<file path="config.mk">
export PLATFORM = sky130hd
export DESIGN_NAME = hunch_referee
export DESIGN_NICKNAME = d
export VERILOG_FILES = /design/src/rtl/hunch_referee.sv
export SDC_FILE = /design/constraint.sdc
export NUM_CORES = 1
export LEC_CHECK = 0
export CORE_MARGIN = 1.5
export CORE_UTILIZATION = 50
export DETAILED_ROUTE_END_ITERATION = 7
export PLACE_DENSITY = 0.75
export SLEW_MARGIN = 20
export SYNTH_ARGS = -nofsm -noshare
export SYNTH_HDL_FRONTEND = slang
export SYNTH_SLANG_ARGS = --single-unit
</file>
<file path="constraint.sdc">
create_clock -name CLK -period 2.6 [get_ports CLK]
set_input_delay 0.39 -clock CLK [delete_from_list [all_inputs] [get_ports CLK]]
set_output_delay 0.39 -clock CLK [all_outputs]
set_load 0.05 [all_outputs]
</file>
<file path="src/rtl/hunch_referee.sv">
// hunch_referee: round controller and judge for the 3-player hunch game.
// Collects one binary hunch per player, judges the round, holds the winner.
//
// Ports:
//   CLK, RST (async, active-low)
//   START               open a round (sampled only in IDLE)
//   A/B/C_VALID, _IN    per-player submit strobe and hunch value
//   WINNER_DISP[2:0]    {A,B,C} winner mask; 111=draw, 000=no result
//   A/B/C_DISP          latched hunches of the current/last round
//   SUBMITTED[2:0]      {A,B,C} hunch-latched flags
//   BUSY                high in every state except IDLE
//   ROUND_DONE          one-cycle pulse on the first RESULT cycle
module hunch_referee #(
   parameter int TIMEOUT     = 16,
   parameter int RESULT_HOLD = 1,
   parameter int CNT_W       = 8
) (
   input  logic       CLK,
   input  logic       RST,
   input  logic       START,
   input  logic       A_VALID,
   input  logic       A_IN,
   input  logic       B_VALID,
   input  logic       B_IN,
   input  logic       C_VALID,
   input  logic       C_IN,
   output logic [2:0] WINNER_DISP,
   output logic       A_DISP,
   output logic       B_DISP,
   output logic       C_DISP,
   output logic [2:0] SUBMITTED,
   output logic       BUSY,
   output logic       ROUND_DONE
);

   typedef enum logic [1:0] {
      S_IDLE,
      S_COLLECT,
      S_JUDGE,
      S_RESULT
   } state_t;

   localparam logic [CNT_W-1:0] LP_TO_LAST = CNT_W'(TIMEOUT - 1);
   localparam logic [CNT_W-1:0] LP_HD_LAST = CNT_W'(RESULT_HOLD - 1);
   localparam logic [CNT_W-1:0] LP_ONE     = CNT_W'(1);

   state_t           r_state;
   logic [CNT_W-1:0] r_cnt;
   logic [2:0]       r_sub;
   logic [2:0]       r_hunch;
   logic [2:0]       r_win;
   logic             r_busy;
   logic             r_done;

   state_t           w_state_nxt;
   logic [CNT_W-1:0] w_cnt_nxt;
   logic [2:0]       w_sub_nxt;
   logic [2:0]       w_hunch_nxt;
   logic [2:0]       w_win_nxt;
   logic             w_done_nxt;

   logic [2:0]       w_vld;
   logic [2:0]       w_in;
   logic [2:0]       w_take;
   logic [1:0]       w_nsub;
   logic [2:0]       w_hs;
   logic             w_maj;
   logic [2:0]       w_judge;

   assign w_vld  = {A_VALID, B_VALID, C_VALID};
   assign w_in   = {A_IN, B_IN, C_IN};
   // only players that have not yet submitted may latch (first hunch wins)
   assign w_take = w_vld & ~r_sub;

   assign w_nsub = {1'b0, r_sub[2]} + {1'b0, r_sub[1]} + {1'b0, r_sub[0]};
   assign w_hs   = r_hunch & r_sub;
   assign w_maj  = (r_hunch[2] & r_hunch[1]) |
                   (r_hunch[2] & r_hunch[0]) |
                   (r_hunch[1] & r_hunch[0]);

   always_comb begin
      w_judge = 3'b111;
      case (w_nsub)
         2'd0: w_judge = 3'b111;
         2'd1: w_judge = r_sub;
         // two submitters win together only if they agree
         2'd2: w_judge = ((w_hs == 3'b000) || (w_hs == r_sub)) ?
                         r_sub : 3'b111;
         default: begin
            if ((&r_hunch) || (~|r_hunch))
               w_judge = 3'b111;
            else
               w_judge = ~(r_hunch ^ {3{w_maj}});
         end
      endcase
   end

   always_comb begin
      w_state_nxt = r_state;
      w_cnt_nxt   = r_cnt;
      w_sub_nxt   = r_sub;
      w_hunch_nxt = r_hunch;
      w_win_nxt   = 3'b000;
      w_done_nxt  = 1'b0;
      case (r_state)
         S_IDLE: begin
            if (START) begin
               w_state_nxt = S_COLLECT;
               w_cnt_nxt   = '0;
               w_sub_nxt   = 3'b000;
               w_hunch_nxt = 3'b000;
            end
         end
         S_COLLECT: begin
            w_sub_nxt   = r_sub | w_take;
            w_hunch_nxt = (r_hunch & ~w_take) | (w_in & w_take);
            w_cnt_nxt   = r_cnt + LP_ONE;
            if ((&w_sub_nxt) || (r_cnt == LP_TO_LAST))
               w_state_nxt = S_JUDGE;
         end
         S_JUDGE: begin
            w_state_nxt = S_RESULT;
            w_cnt_nxt   = '0;
            w_win_nxt   = w_judge;
            w_done_nxt  = 1'b1;
         end
         default: begin
            if (r_cnt == LP_HD_LAST) begin
               w_state_nxt = S_IDLE;
            end else begin
               w_win_nxt = r_win;
               w_cnt_nxt = r_cnt + LP_ONE;
            end
         end
      endcase
   end

   always_ff @(posedge CLK or negedge RST) begin
      if (!RST) begin
         r_state <= S_IDLE;
         r_cnt   <= '0;
         r_sub   <= 3'b000;
         r_hunch <= 3'b000;
         r_win   <= 3'b000;
         r_busy  <= 1'b0;
         r_done  <= 1'b0;
      end else begin
         r_state <= w_state_nxt;
         r_cnt   <= w_cnt_nxt;
         r_sub   <= w_sub_nxt;
         r_hunch <= w_hunch_nxt;
         r_win   <= w_win_nxt;
         r_busy  <= (w_state_nxt != S_IDLE);
         r_done  <= w_done_nxt;
      end
   end

   assign WINNER_DISP = r_win;
   assign A_DISP      = r_hunch[2];
   assign B_DISP      = r_hunch[1];
   assign C_DISP      = r_hunch[0];
   assign SUBMITTED   = r_sub;
   assign BUSY        = r_busy;
   assign ROUND_DONE  = r_done;

endmodule

</file>
* After elaboration in Yosys (flattened, before gate mapping)
Index checks and enable logic that the tools add are counted.
** Storage, ports and cells
- Register bits after elaboration :: 21
- Bits in latches :: 0
- Memory bits (writable) :: 0
- Bits in read-only memories :: 0
- Bits of input ports :: 9
- Output and inout port bits :: 11
- Memories :: 0
** Operators by class
- $add $sub $neg :: 3
- Multiply operators :: 0
- Div/mod/pow operators :: 0
- Magnitude comparators :: 0
- Eq/ne operators :: 8
- Shift-type cells :: 0
- Mux-type cells :: 16
- Bitwise operators :: 15
- Reductions and logical operators :: 17
** Operators by type and width (count)
- case mux 8 bit (3 select lines) :: 1
- case mux 3 bit (2 select lines) :: 3
- 2-to-1 mux 8 bit :: 2
- AND 3 bit :: 4
- 2-to-1 mux 3 bit :: 4
- NOT 3 bit :: 3
- case mux 3 bit (3 select lines) :: 1
- adder 8 x 1 -> 8 bit, second input constant :: 1
- equality test 8 x 4 -> 1 bit, second input constant :: 1
- zero test 8 bit :: 1
- 2-to-1 mux 2 bit :: 3
- OR 3 bit :: 2
- case mux 2 bit (3 select lines) :: 1
- AND reduction 3 bit :: 2
- equality test 2 x 1 -> 1 bit, second input constant :: 2
- equality test 2 bit, second input constant :: 2
- zero test 2 bit :: 2
- inequality test 4 x 1 -> 1 bit, second input constant :: 1
- AND reduction 2 bit :: 2
- nonzero test 2 bit :: 2
- AND 1 bit :: 3
- equality test 3 bit :: 1
- zero test 3 bit :: 1
- logical OR 1 bit :: 3
- other kinds (10) :: 11

* Logic depth before layout (Yosys ltp)
Gate-level depths: netlist (run 1).
- Depth after elaboration :: 8
- Depth in mapped cells :: 6
- Depth with buffers taken out :: 6

* Worst setup path before layout (run 1)
No wires, ideal clock.
- Path kind :: reg2reg
- From :: register r_sub[2] (netlist: SUBMITTED[2])
- To :: register r_win[0] (netlist: WINNER_DISP[0])
- Setup time :: 0.068 ns
- Arrival :: 1.868 ns
- Data required time :: 2.532 ns
- Path slack :: 0.664 ns
- Stages on the path, launching flop included :: 6
- Path buffers :: 0
- Period minus slack after synthesis :: 1.936 ns
- Cell sequence :: dfrtp_1 -> fa_1 -> xnor2_1 -> nor2_1 -> a32oi_1 -> a32o_1
** On the way
- Longest elaborated chain between the ends :: 6
** Ends and longest elaborated chain
- from (decl) :: RTL line 49 : logic [2:0] r_sub;
- from (signal assigned) :: RTL line 150 : r_sub <= w_sub_nxt;
- branches (longest 4 deep; another with adder 1 x 1 -> 2 bit)
- case mux 3 bit (3 select lines) (*) :: RTL line 83 : case (w_nsub)
- case mux 3 bit (2 select lines) (*) :: RTL line 105 : case (r_state)
- to (signal assigned) :: RTL line 152 : r_win <= w_win_nxt;
- to (decl) :: RTL line 51 : logic [2:0] r_win;
Mark *: on every way between the ends.
A chain may end at the register's enable or synchronous reset.

* Worst setup path in the final report (run 1)
- From :: register r_sub[2] (netlist: SUBMITTED[2])
- To :: output SUBMITTED[2]
** RTL lines
- to (decl) :: RTL line 31 : output logic [2:0] SUBMITTED,
No word-level cell between the ends.

==> impl_metrics.yaml, run 1 <==
clock_network:
  cts_buffers: 3
  cts-resized-gates: 0
  path_clk_slew_ns: 0.11
  cts-hold-fix-buffers: 0
  clk_latency_ns: 0.30
  clock-root-buffer: "clkbuf_4"
  clock_path_buffers: 2
  post_cts_buffers: 0
  cts_tree: "built"
  clock-sinks: 21
  htree_levels: 1
place:
  port_buffers: 19
  dp.final_hpwl_um: 2010
  place_congestion: 0.881
  dp_worst_setup_slack_ns: 0.656
worst_setup_path:
  cp.required_ns: 2.21
  startpoint_type: "flip-flop"
  worst-r2r-cell-count: 4
  cp_max_fo: 9
  crit_slowest_cell: "clkdlybuf4s50_1"
  crit_end: "SUBMITTED[2]"
  crit_family: "buffers and inverters"
  r2r_end: "r_cnt[0]"
  crit_start: "SUBMITTED[2]"
  reg2reg_from: "r_cnt[5]"
  crit_chain: "clkdlybuf4s50_1"
  worstSetupPathType: "reg2out"
  cp_num_cells: 1
  reg2reg_slack_ns: 0.64
  crit_buf_inv: 1
  critPathCaptureType: "output port"
  max_stage_delay_ns: 0.87
  worst_ep_arrival_time_ns: 1.73
layout:
  seq_area_sq_um: 526
  fill_cells: 193
  antenna_cells: 0
  drive_gt1_share_pct: 3.92
  nets: 168
  multiInputGateArea_sq_um: 689
  area_delta_synth_final_pct: 19.4
floorplan:
  rows: 17
  start_util_pct: 54.7
  dieHeight_um: 53.1
  die_x_um: 53.1
  pin_count: 20
  dieArea_sq_mm: 0.00282
  core_region_area_sq_mm: 0.00230
timing:
  timing.slew.headroom_pct: 46.0
  post-route-min-period_ns: 2.12
  worst_pin_slew_ns: 0.803
  fin_crit_sh_pct: 81.4
  final.setup.worst_slack_ns: 0.483
  slew_viol_final: 0
  hold_slack_ns: 0.421
  rsz0062_at_grt: "false"
  finClkSkew_ns: 0.00336
  setup-tns-final_ns: 0
  final-setup-viol-count: 0
  fmax_mhz: 472
  hold_violations: 0
global_route:
  grt_pass1_vias: 1008
  grt_use_total_pct: 22.7
  grt_max_degree: 22
  grt_pass1_wl_um: 4640
  antenna_found_initial: 0
  grt.overflow.total: 0
synthesis:
  netlist_top_cells_count: "21 x dfrtp_1, 13 x nor2_1, 11 x nand2_1, 10 x o21ai_0, 7 x a21oi_1"
  yosys_most_used_dff: "dfrtp_1"
  synthArstFlopShare_pct: 100
  yosysSeqAreaShare_pct: 41.8
  synthMostInstantiatedCell: "dfrtp_1"
  synth_edf_count: 0
  syn-num-nets: 147
  ys_warn_count: 0
  synth_top_area_cell: "dfrtp_1"
  netlist_area_sq_mm: 0.00126
  avgSynthCellArea_sq_um: 9.45
  syn_inst: 133
  synthTopCellsByArea: "dfrtp_1 42%, xor2_1 4.2%, ha_1 4.0%"
  ys_ff_latch: 21
  synth_top_area_share_pct: 41.8
  ys_types: 31
power_and_ir_drop:
  peakVddDrop_mv: 0.882
  p_per_area_mw_per_mm2: 1350
  p_switching_mw: 1.00
  p_clk_share_pct: 7.6
  seq_power_share_pct: 33.6
  p_comb_share_pct: 58.8
  p_sw_share_pct: 49.6
  p_leak_nw: 0.634
  p_int_mw: 1.02
routing:
  ant_nets: 0
  vias: 1084
  firstDrtPassIters: 4
  drc: 0
  drt_wl_total_um: 2780
  via_per_inst: 5.99
  wire_per_inst_um: 15.3
  drtIter0Drc: 24
run_status:
  outcome: "finished clean"
worst_hold_path:
  hold_class: "in2async"
run:
  drv_cap: 0
-- state kept, by name, indices dropped and copies added (netlist names) --
register / flops
BUSY: 1
SUBMITTED: 3
ROUND_DONE: 1
r_state: 2
WINNER_DISP: 3
r_hunch: 3
r_cnt: 8
-- power by group through the flow --
| stage | clock, mW | sequential, mW | combinational [mW] |
|---|---|---|---|
| 2_1_floorplan | 0 | 0.839 | 0.695 |
| 3_3_place_gp | 0 | 0.670 | 1.16 |
| 3_5_place_dp | 0 | 0.683 | 1.18 |
| 4_1_cts | 0.156 | 0.677 | 1.19 |
| 5_1_grt | 0.173 | 0.708 | 1.30 |
| 6_report | 0.154 | 0.679 | 1.19 |
-- worst min path at each step --
stage / from / endpoint
after global routing: RST / SUBMITTED[2]
after floorplan: RST / BUSY
after global placement: r_cnt[7] / r_cnt[7]
after detailed placement: WINNER_DISP[0] / WINNER_DISP[0]
final: RST / r_hunch[2]
after CTS: RST / SUBMITTED[2]
-- metrics by stage --
step | cell area [sq um] | util, % | power, mW | instances
finish | 1500 | 65.3 | 2.02 | 181
global route | 1500 | 65.3 | 2.18 | 181
CTS | 1500 | 65.3 | 2.02 | 181
detailed placement | 1470 | 64.2 | 1.87 | 177
global placement | 1470 | 64.2 | 1.82 | 177
floorplan | 1260 | - | 1.53 | 133
-- placed cells by master, fill, tap and decap left out, types with 4 or more instances in the layout --
cell             count
a21oi_1              7
o21ai_0             10
a32o_1               4
nand4_1              4
inv_1                6
nand2_1             11
nand2b_1             5
clkdlybuf4s50_1     19
dfrtp_1             21
ha_1                 4
xor2_1               6
a22o_1               5
o22ai_1              5
nor2_1              13
-- logic make-up (layout without fill, tap and decap cells) --
| group | count (synthesis) | in the layout | share of synthesized area (%) |
|---|---|---|---|
| AND/OR/NAND/NOR | 47 | 47 | 20.5 |
| adder cells (fa/ha/maj) | 5 | 5 | 5.58 |
| XOR/XNOR | 9 | 9 | 6.28 |
| buffers and inverters | 11 | 31 | 3.29 |
| multiplexers | 3 | 3 | 2.49 |
| flip-flops | 21 | 21 | 41.8 |
| AO/OA/AOI/OAI | 37 | 37 | 20.0 |
-- layer usage --
metal  part of all wire [%]  GRT usage (%)
met5                      0              0
met4                    1.1           8.97
met3                    4.5           2.82
met2                     47           36.3
met1                     48           31.3
-- layout make-up --
type	instances	area share, %
clock buffer	4	1.75
timing repair buffer	20	13.2
tap	28	2.34
sequential	21	35.0
inverter	7	1.75
multi-input combinational	101	46.0
Power figures use the tool's default switching activity.
==> inputs of run 2 (changes only) <==
CORE_UTILIZATION = 47   (was 50)
PLACE_DENSITY = 0.74   (was 0.75)
clock period = 1.7 ns   (was 2.6 ns; I/O delays follow)
==> run 2 against run 1 <==
Effect of this change:
- the flow now finishes with violations (negative setup slack)
- worst setup slack worse by 0.64 ns
- critical endpoint is now r_cnt[1]
- via count up 5.3%
- largest cell class unchanged
- non-clock buffer count up 16
- sequential cell count unchanged
==> impl_metrics.yaml, run 2 (same netlist as run 1, synthesis figures left out) <==
run_status:
  outcome: "finished, violations left"
  violations: "negative setup slack"
timing:
  hold_slack_ns: 0.286
  slew_viol_final: 0
  timing.slew.headroom_pct: 67.8
  fmax_mhz: 538
  rsz0062_at_grt: "true"
  worst_pin_slew_ns: 0.480
  fin_crit_sh_pct: 109
  post-route-min-period_ns: 1.86
  hold_violations: 0
  final-setup-viol-count: 8
  final.setup.worst_slack_ns: -0.157
  finClkSkew_ns: 0.00882
worst_setup_path:
  crit_slowest_cell: "or4_4"
  crit_buf_inv: 1
  worst_ep_arrival_time_ns: 2.04
  cp.required_ns: 1.88
  startpoint_type: "flip-flop"
  r2r_end: "r_cnt[1]"
  critPathCaptureType: "flip-flop"
  max_stage_delay_ns: 0.56
  reg2reg_slack_ns: -0.16
  reg2reg_from: "r_cnt[7]"
  worstSetupPathType: "reg2reg"
  crit_chain: "or4_4, nor4b_4, buf_4, mux2i_1, o22ai_1"
  cp_max_fo: 4
  worst-r2r-cell-count: 5
  crit_family: "simple AND/OR/NAND/NOR gates"
global_route:
  antenna_found_initial: 0
  grt_pass1_wl_um: 4710
  grt_use_total_pct: 21.8
  grt_pass1_vias: 1095
  grt_max_degree: 22
  grt.overflow.total: 0
clock_network:
  clock_path_buffers: 2
  cts_buffers: 3
  path_clk_slew_ns: 0.12
  clock-sinks: 21
  clock-root-buffer: "clkbuf_4"
  clk_latency_ns: 0.30
  cts-hold-fix-buffers: 0
  cts_tree: "built"
  htree_levels: 1
power_and_ir_drop:
  p_total_mw: 3.29
  p_leak_nw: 0.736
  peakVddDrop_mv: 1.53
  p_per_area_mw_per_mm2: 2030
routing:
  firstDrtPassIters: 4
  via_per_inst: 5.73
  vias: 1141
  drc: 0
  ant_nets: 0
  drtIter0Drc: 22
  drt_wl_total_um: 2900
  wire_per_inst_um: 14.6
run:
  drv_cap: 0
place:
  place_congestion: 0.779
  port_buffers: 19
  dp_worst_setup_slack_ns: -0.143
  dp.final_hpwl_um: 2180
  dpl-instance-area_sq_mm: 0.00157
floorplan:
  start_util_pct: 50.3
  dieHeight_um: 54.7
  core_region_area_sq_mm: 0.00250
  die_x_um: 54.7
  rows: 18
  pin_count: 20
  dieArea_sq_mm: 0.00299
layout:
  finalInstanceArea_sq_mm: 0.00162
  largest_register_ffs: 8
  area_delta_synth_final_pct: 28.7
  nets: 184
  utilization_pct: 64.7
  antenna_cells: 0
  top_register: "r_cnt"
  layout_common_cells: "27 x buf_4, 17 x dfrtp_1, 12 x nor2_1, 11 x nand2_1, 10 x o21ai_0"
  drive_gt1_share_pct: 23.1
  final_common_cell: "buf_4"
  fill_cells: 212
worst_hold_path:
  hold_class: "in2async"
run 2: worst max path at each step:
stage                     startpoint  endpoint  slack, ns  cells after the start
after floorplan             r_cnt[4]  r_cnt[0]      -0.11                      4
after global placement      r_cnt[7]  r_cnt[1]      -0.08                      5
after detailed placement    r_cnt[7]  r_cnt[1]      -0.14                      5
after CTS                   r_cnt[7]  r_cnt[1]      -0.16                      5
after global routing        r_cnt[7]  r_cnt[1]      -0.24                      5
final                       r_cnt[7]  r_cnt[1]      -0.16                      5
run 2: cell type report:
type                    instances  area (sq um)  share of cell area, %
multi-input cells             101           693                   42.9
repair buffers                 36           303                   18.7
well taps                      30          37.5                   2.32
flip-flops and latches         21           531                   32.8
inverters                       7          26.3                   1.63
clock buffers                   4          26.3                   1.63
run 2: layer usage:
layer / vias to the layer above / wire (um) / global-route usage (%)
li1: 556 / - / -
met4: 0 / 15 / 6.25
met3: 2 / 134 / 2.46
met1: 556 / 1310 / 27.2
met5: - / 0 / 0
met2: 27 / 1450 / 39.1
run 2: through the flow:
step | instances | TNS [ns]
2_1_floorplan | 133 | -0.265
3_3_place_gp | 193 | -0.232
3_5_place_dp | 193 | -0.514
4_1_cts | 198 | -0.840
5_1_grt | 199 | -1.50
6_report | 199 | -0.877
run 2: power by group:
| part | switching [mW] | internal [mW] |
|---|---|---|
| combinational | 1.21 | 0.924 |
| clock | 0.149 | 0.0913 |
| sequential | 0.217 | 0.694 |
run 2: repair_timing:
action	CTS	global route
pin swaps	1	1
buffers inserted	1	1
resized for setup	1	1
endpoints found under the setup margin	9	9
==> inputs of run 3 (changes only) <==
ABC_AREA = 1   (was unset)
CORE_UTILIZATION = 48   (was 47)
PLACE_DENSITY = 0.75   (was 0.74)
SLEW_MARGIN = unset   (was 20)
==> run 3 against run 2 <==
Effect of this change:
- the run now ends clean
- critical path depth up 2
- area after synthesis up 3.2%
- via count up 2.6%
- clock-buffer cell count unchanged
- combinational power down 11%
- clock power about the same
- synthesized cell count up 23%
==> impl_metrics.yaml, run 3 <==
global_route:
  grt_pass1_vias: 1115
  antenna_found_initial: 0
  grt_max_degree: 22
  grt.overflow.total: 0
  grt_pass1_wl_um: 4680
  grt_use_total_pct: 21.7
timing:
  timing.slew.headroom_pct: 68.7
  fin_crit_sh_pct: 99.3
  slew_viol_final: 0
  post-route-min-period_ns: 1.69
  worst_pin_slew_ns: 0.470
  hold_violations: 0
  final-setup-viol-count: 0
  finClkSkew_ns: 0.00164
  final.setup.worst_slack_ns: 0.0122
  fmax_mhz: 592
  setup-tns-final_ns: 0
  rsz0062_at_grt: "true"
synthesis:
  ys_types: 27
  netlist_top_cells_count: "41 x nand2_1, 21 x dfrtp_1, 20 x nand3_1, 18 x inv_1"
  syn_inst: 164
  synthArstFlopShare_pct: 100
  synthMostInstantiatedCell: "nand2_1"
  ys_warn_count: 0
  synth_edf_count: 0
  netlist_area_sq_mm: 0.00130
  synth_top_area_cell: "dfrtp_1"
  synthTopCellsByArea: "dfrtp_1 41%, nand2_1 12%, nand3_1 7.7%"
  yosys_most_used_dff: "dfrtp_1"
  yosysSeqAreaShare_pct: 40.5
  ys_ff_latch: 21
  syn-num-nets: 178
  synth_top_area_share_pct: 40.5
  avgSynthCellArea_sq_um: 7.90
power_and_ir_drop:
  p_sw_share_pct: 52.2
  seq_power_share_pct: 29.4
  p_switching_mw: 1.59
  p_per_area_mw_per_mm2: 1930
  p_comb_share_pct: 62.7
  peakVddDrop_mv: 1.18
  p_int_mw: 1.45
  p_leak_nw: 0.781
  p_clk_share_pct: 7.9
worst_setup_path:
  reg2reg_from: "SUBMITTED[1]"
  worst-r2r-cell-count: 7
  reg2reg_slack_ns: 0.01
  crit_family: "adder cells"
  critPathCaptureType: "flip-flop"
  r2r_end: "WINNER_DISP[0]"
  worstSetupPathType: "reg2reg"
  startpoint_type: "flip-flop"
  crit_chain: "fa_1, nand2_1, inv_2, and3_4, nand3_2, nand3_2, nand2_1"
  cp.required_ns: 1.91
  max_stage_delay_ns: 0.59
  crit_slowest_cell: "fa_1"
  cp_max_fo: 5
  worst_ep_arrival_time_ns: 1.89
  crit_buf_inv: 1
run:
  drv_cap: 0
clock_network:
  cts_buffers: 3
  clk_latency_ns: 0.30
  cts-hold-fix-buffers: 0
  clock-root-buffer: "clkbuf_4"
  clock_path_buffers: 2
  path_clk_slew_ns: 0.11
  cts_tree: "built"
  htree_levels: 1
  clock-sinks: 21
routing:
  drtIter0Drc: 17
  via_per_inst: 5.30
  drt_wl_total_um: 2970
  ant_nets: 0
  vias: 1171
  wire_per_inst_um: 13.4
  firstDrtPassIters: 4
  drc: 0
place:
  place_congestion: 0.790
  dp.final_hpwl_um: 2220
  dp_worst_setup_slack_ns: 0.0475
  port_buffers: 19
floorplan:
  die_x_um: 55.0
  dieArea_sq_mm: 0.00302
  pin_count: 20
  core_region_area_sq_mm: 0.00252
  rows: 18
  dieHeight_um: 55.0
  start_util_pct: 51.4
layout:
  nets: 206
  top_register: "r_cnt"
  utilization_pct: 62.5
  layout_common_cells: "41 x nand2_1, 18 x dfrtp_1, 17 x inv_1, 17 x nand3_1, 16 x buf_4"
  area_delta_synth_final_pct: 21.6
  antenna_cells: 0
  drive_gt1_share_pct: 29.3
  largest_register_ffs: 8
  final_common_cell: "nand2_1"
run_status:
  outcome: "finished clean"
worst_hold_path:
  hold_class: "in2async"
-- run 3: cell count changes in the layout (fill, tap and decap cells not counted), moves of 4 or more --
| cell | before | now |
|---|---|---|
| a21oi_1 | 7 | 2 |
| o22ai_1 | 5 | 0 |
| nand2b_1 | 5 | 0 |
| nand3_2 | 0 | 4 |
| nand3_1 | 2 | 17 |
| nand2_1 | 11 | 41 |
| nor2_1 | 12 | 8 |
| inv_2 | 0 | 6 |
| o21ai_2 | 0 | 7 |
| xor2_1 | 6 | 0 |
| a22o_1 | 5 | 0 |
| inv_1 | 6 | 17 |
| buf_4 | 27 | 16 |
-- run 3: how the worst max path moves through the flow --
stage                       from             end  depth (start not counted)
floorplan           SUBMITTED[0]  WINNER_DISP[0]                          7
global placement    SUBMITTED[1]  WINNER_DISP[0]                          7
detailed placement  SUBMITTED[1]  WINNER_DISP[0]                          7
CTS                 SUBMITTED[1]  WINNER_DISP[0]                          7
global route        SUBMITTED[1]  WINNER_DISP[1]                          7
finish              SUBMITTED[1]  WINNER_DISP[0]                          7
-- run 3: logic make-up (layout without fill, tap and decap cells) --
logic type	after synthesis	after routing	share of synthesized area [%]
adder cells (fa/ha/maj)	5	5	5.41
AND/OR/NAND/NOR	90	90	34.1
flip-flops	21	21	40.5
buffers and inverters	25	52	7.92
AO/OA/AOI/OAI	23	23	12.1
-- run 3: power groups by stage --
| stage | registers (mW) | clock network [mW] | logic, mW |
|---|---|---|---|
| floorplan | 1.20 | 0 | 0.999 |
| global placement | 0.893 | 0 | 1.72 |
| detailed placement | 0.904 | 0 | 1.76 |
| CTS | 0.895 | 0.256 | 1.76 |
| global route | 0.922 | 0.277 | 2.08 |
| finish | 0.893 | 0.241 | 1.90 |
-- run 3: worst reg2reg max path, cell delays in order, from the launching register on --
cell     delay (ns)
dfrtp_2        0.46
fa_1           0.59
nand2_1        0.08
inv_2          0.07
and3_4         0.20
nand3_2        0.08
nand3_2        0.06
nand2_1        0.05
-- run 3: through the flow --
stage / area, sq um / cells / hold WS (ns) / power, mW
after floorplan: 1300 / 164 / -0.0406 / 2.20
after global placement: 1510 / 214 / 0.470 / 2.61
after detailed placement: 1510 / 214 / 0.474 / 2.66
after CTS: 1530 / 218 / 0.281 / 2.91
after global routing: 1580 / 221 / 0.291 / 3.28
final: 1580 / 221 / 0.282 / 3.04
-- run 3: repair_timing --
item,4_1_cts,5_1_grt
setup buffers,0,3
endpoints found under the setup margin,0,3
resized for setup,0,5
-- run 3: layout make-up --
type / instances / area [sq um]
Fill cell: 231 / 946
Multi-Input combinational cell: 118 / 688
Sequential cell: 21 / 529
Timing Repair Buffer: 24 / 200
Inverter: 24 / 95.1
Tap cell: 30 / 37.5
Clock buffer: 4 / 26.3
-- run 3: metal layers --
metal | vias to the layer above | global-route usage (%) | part of all wire [%]
met4 | 0 | 7.32 | 0.84
met3 | 4 | 3.23 | 3.5
met5 | - | 0 | 0
met1 | 554 | 24.0 | 41
li1 | 582 | - | -
met2 | 31 | 41.9 | 55
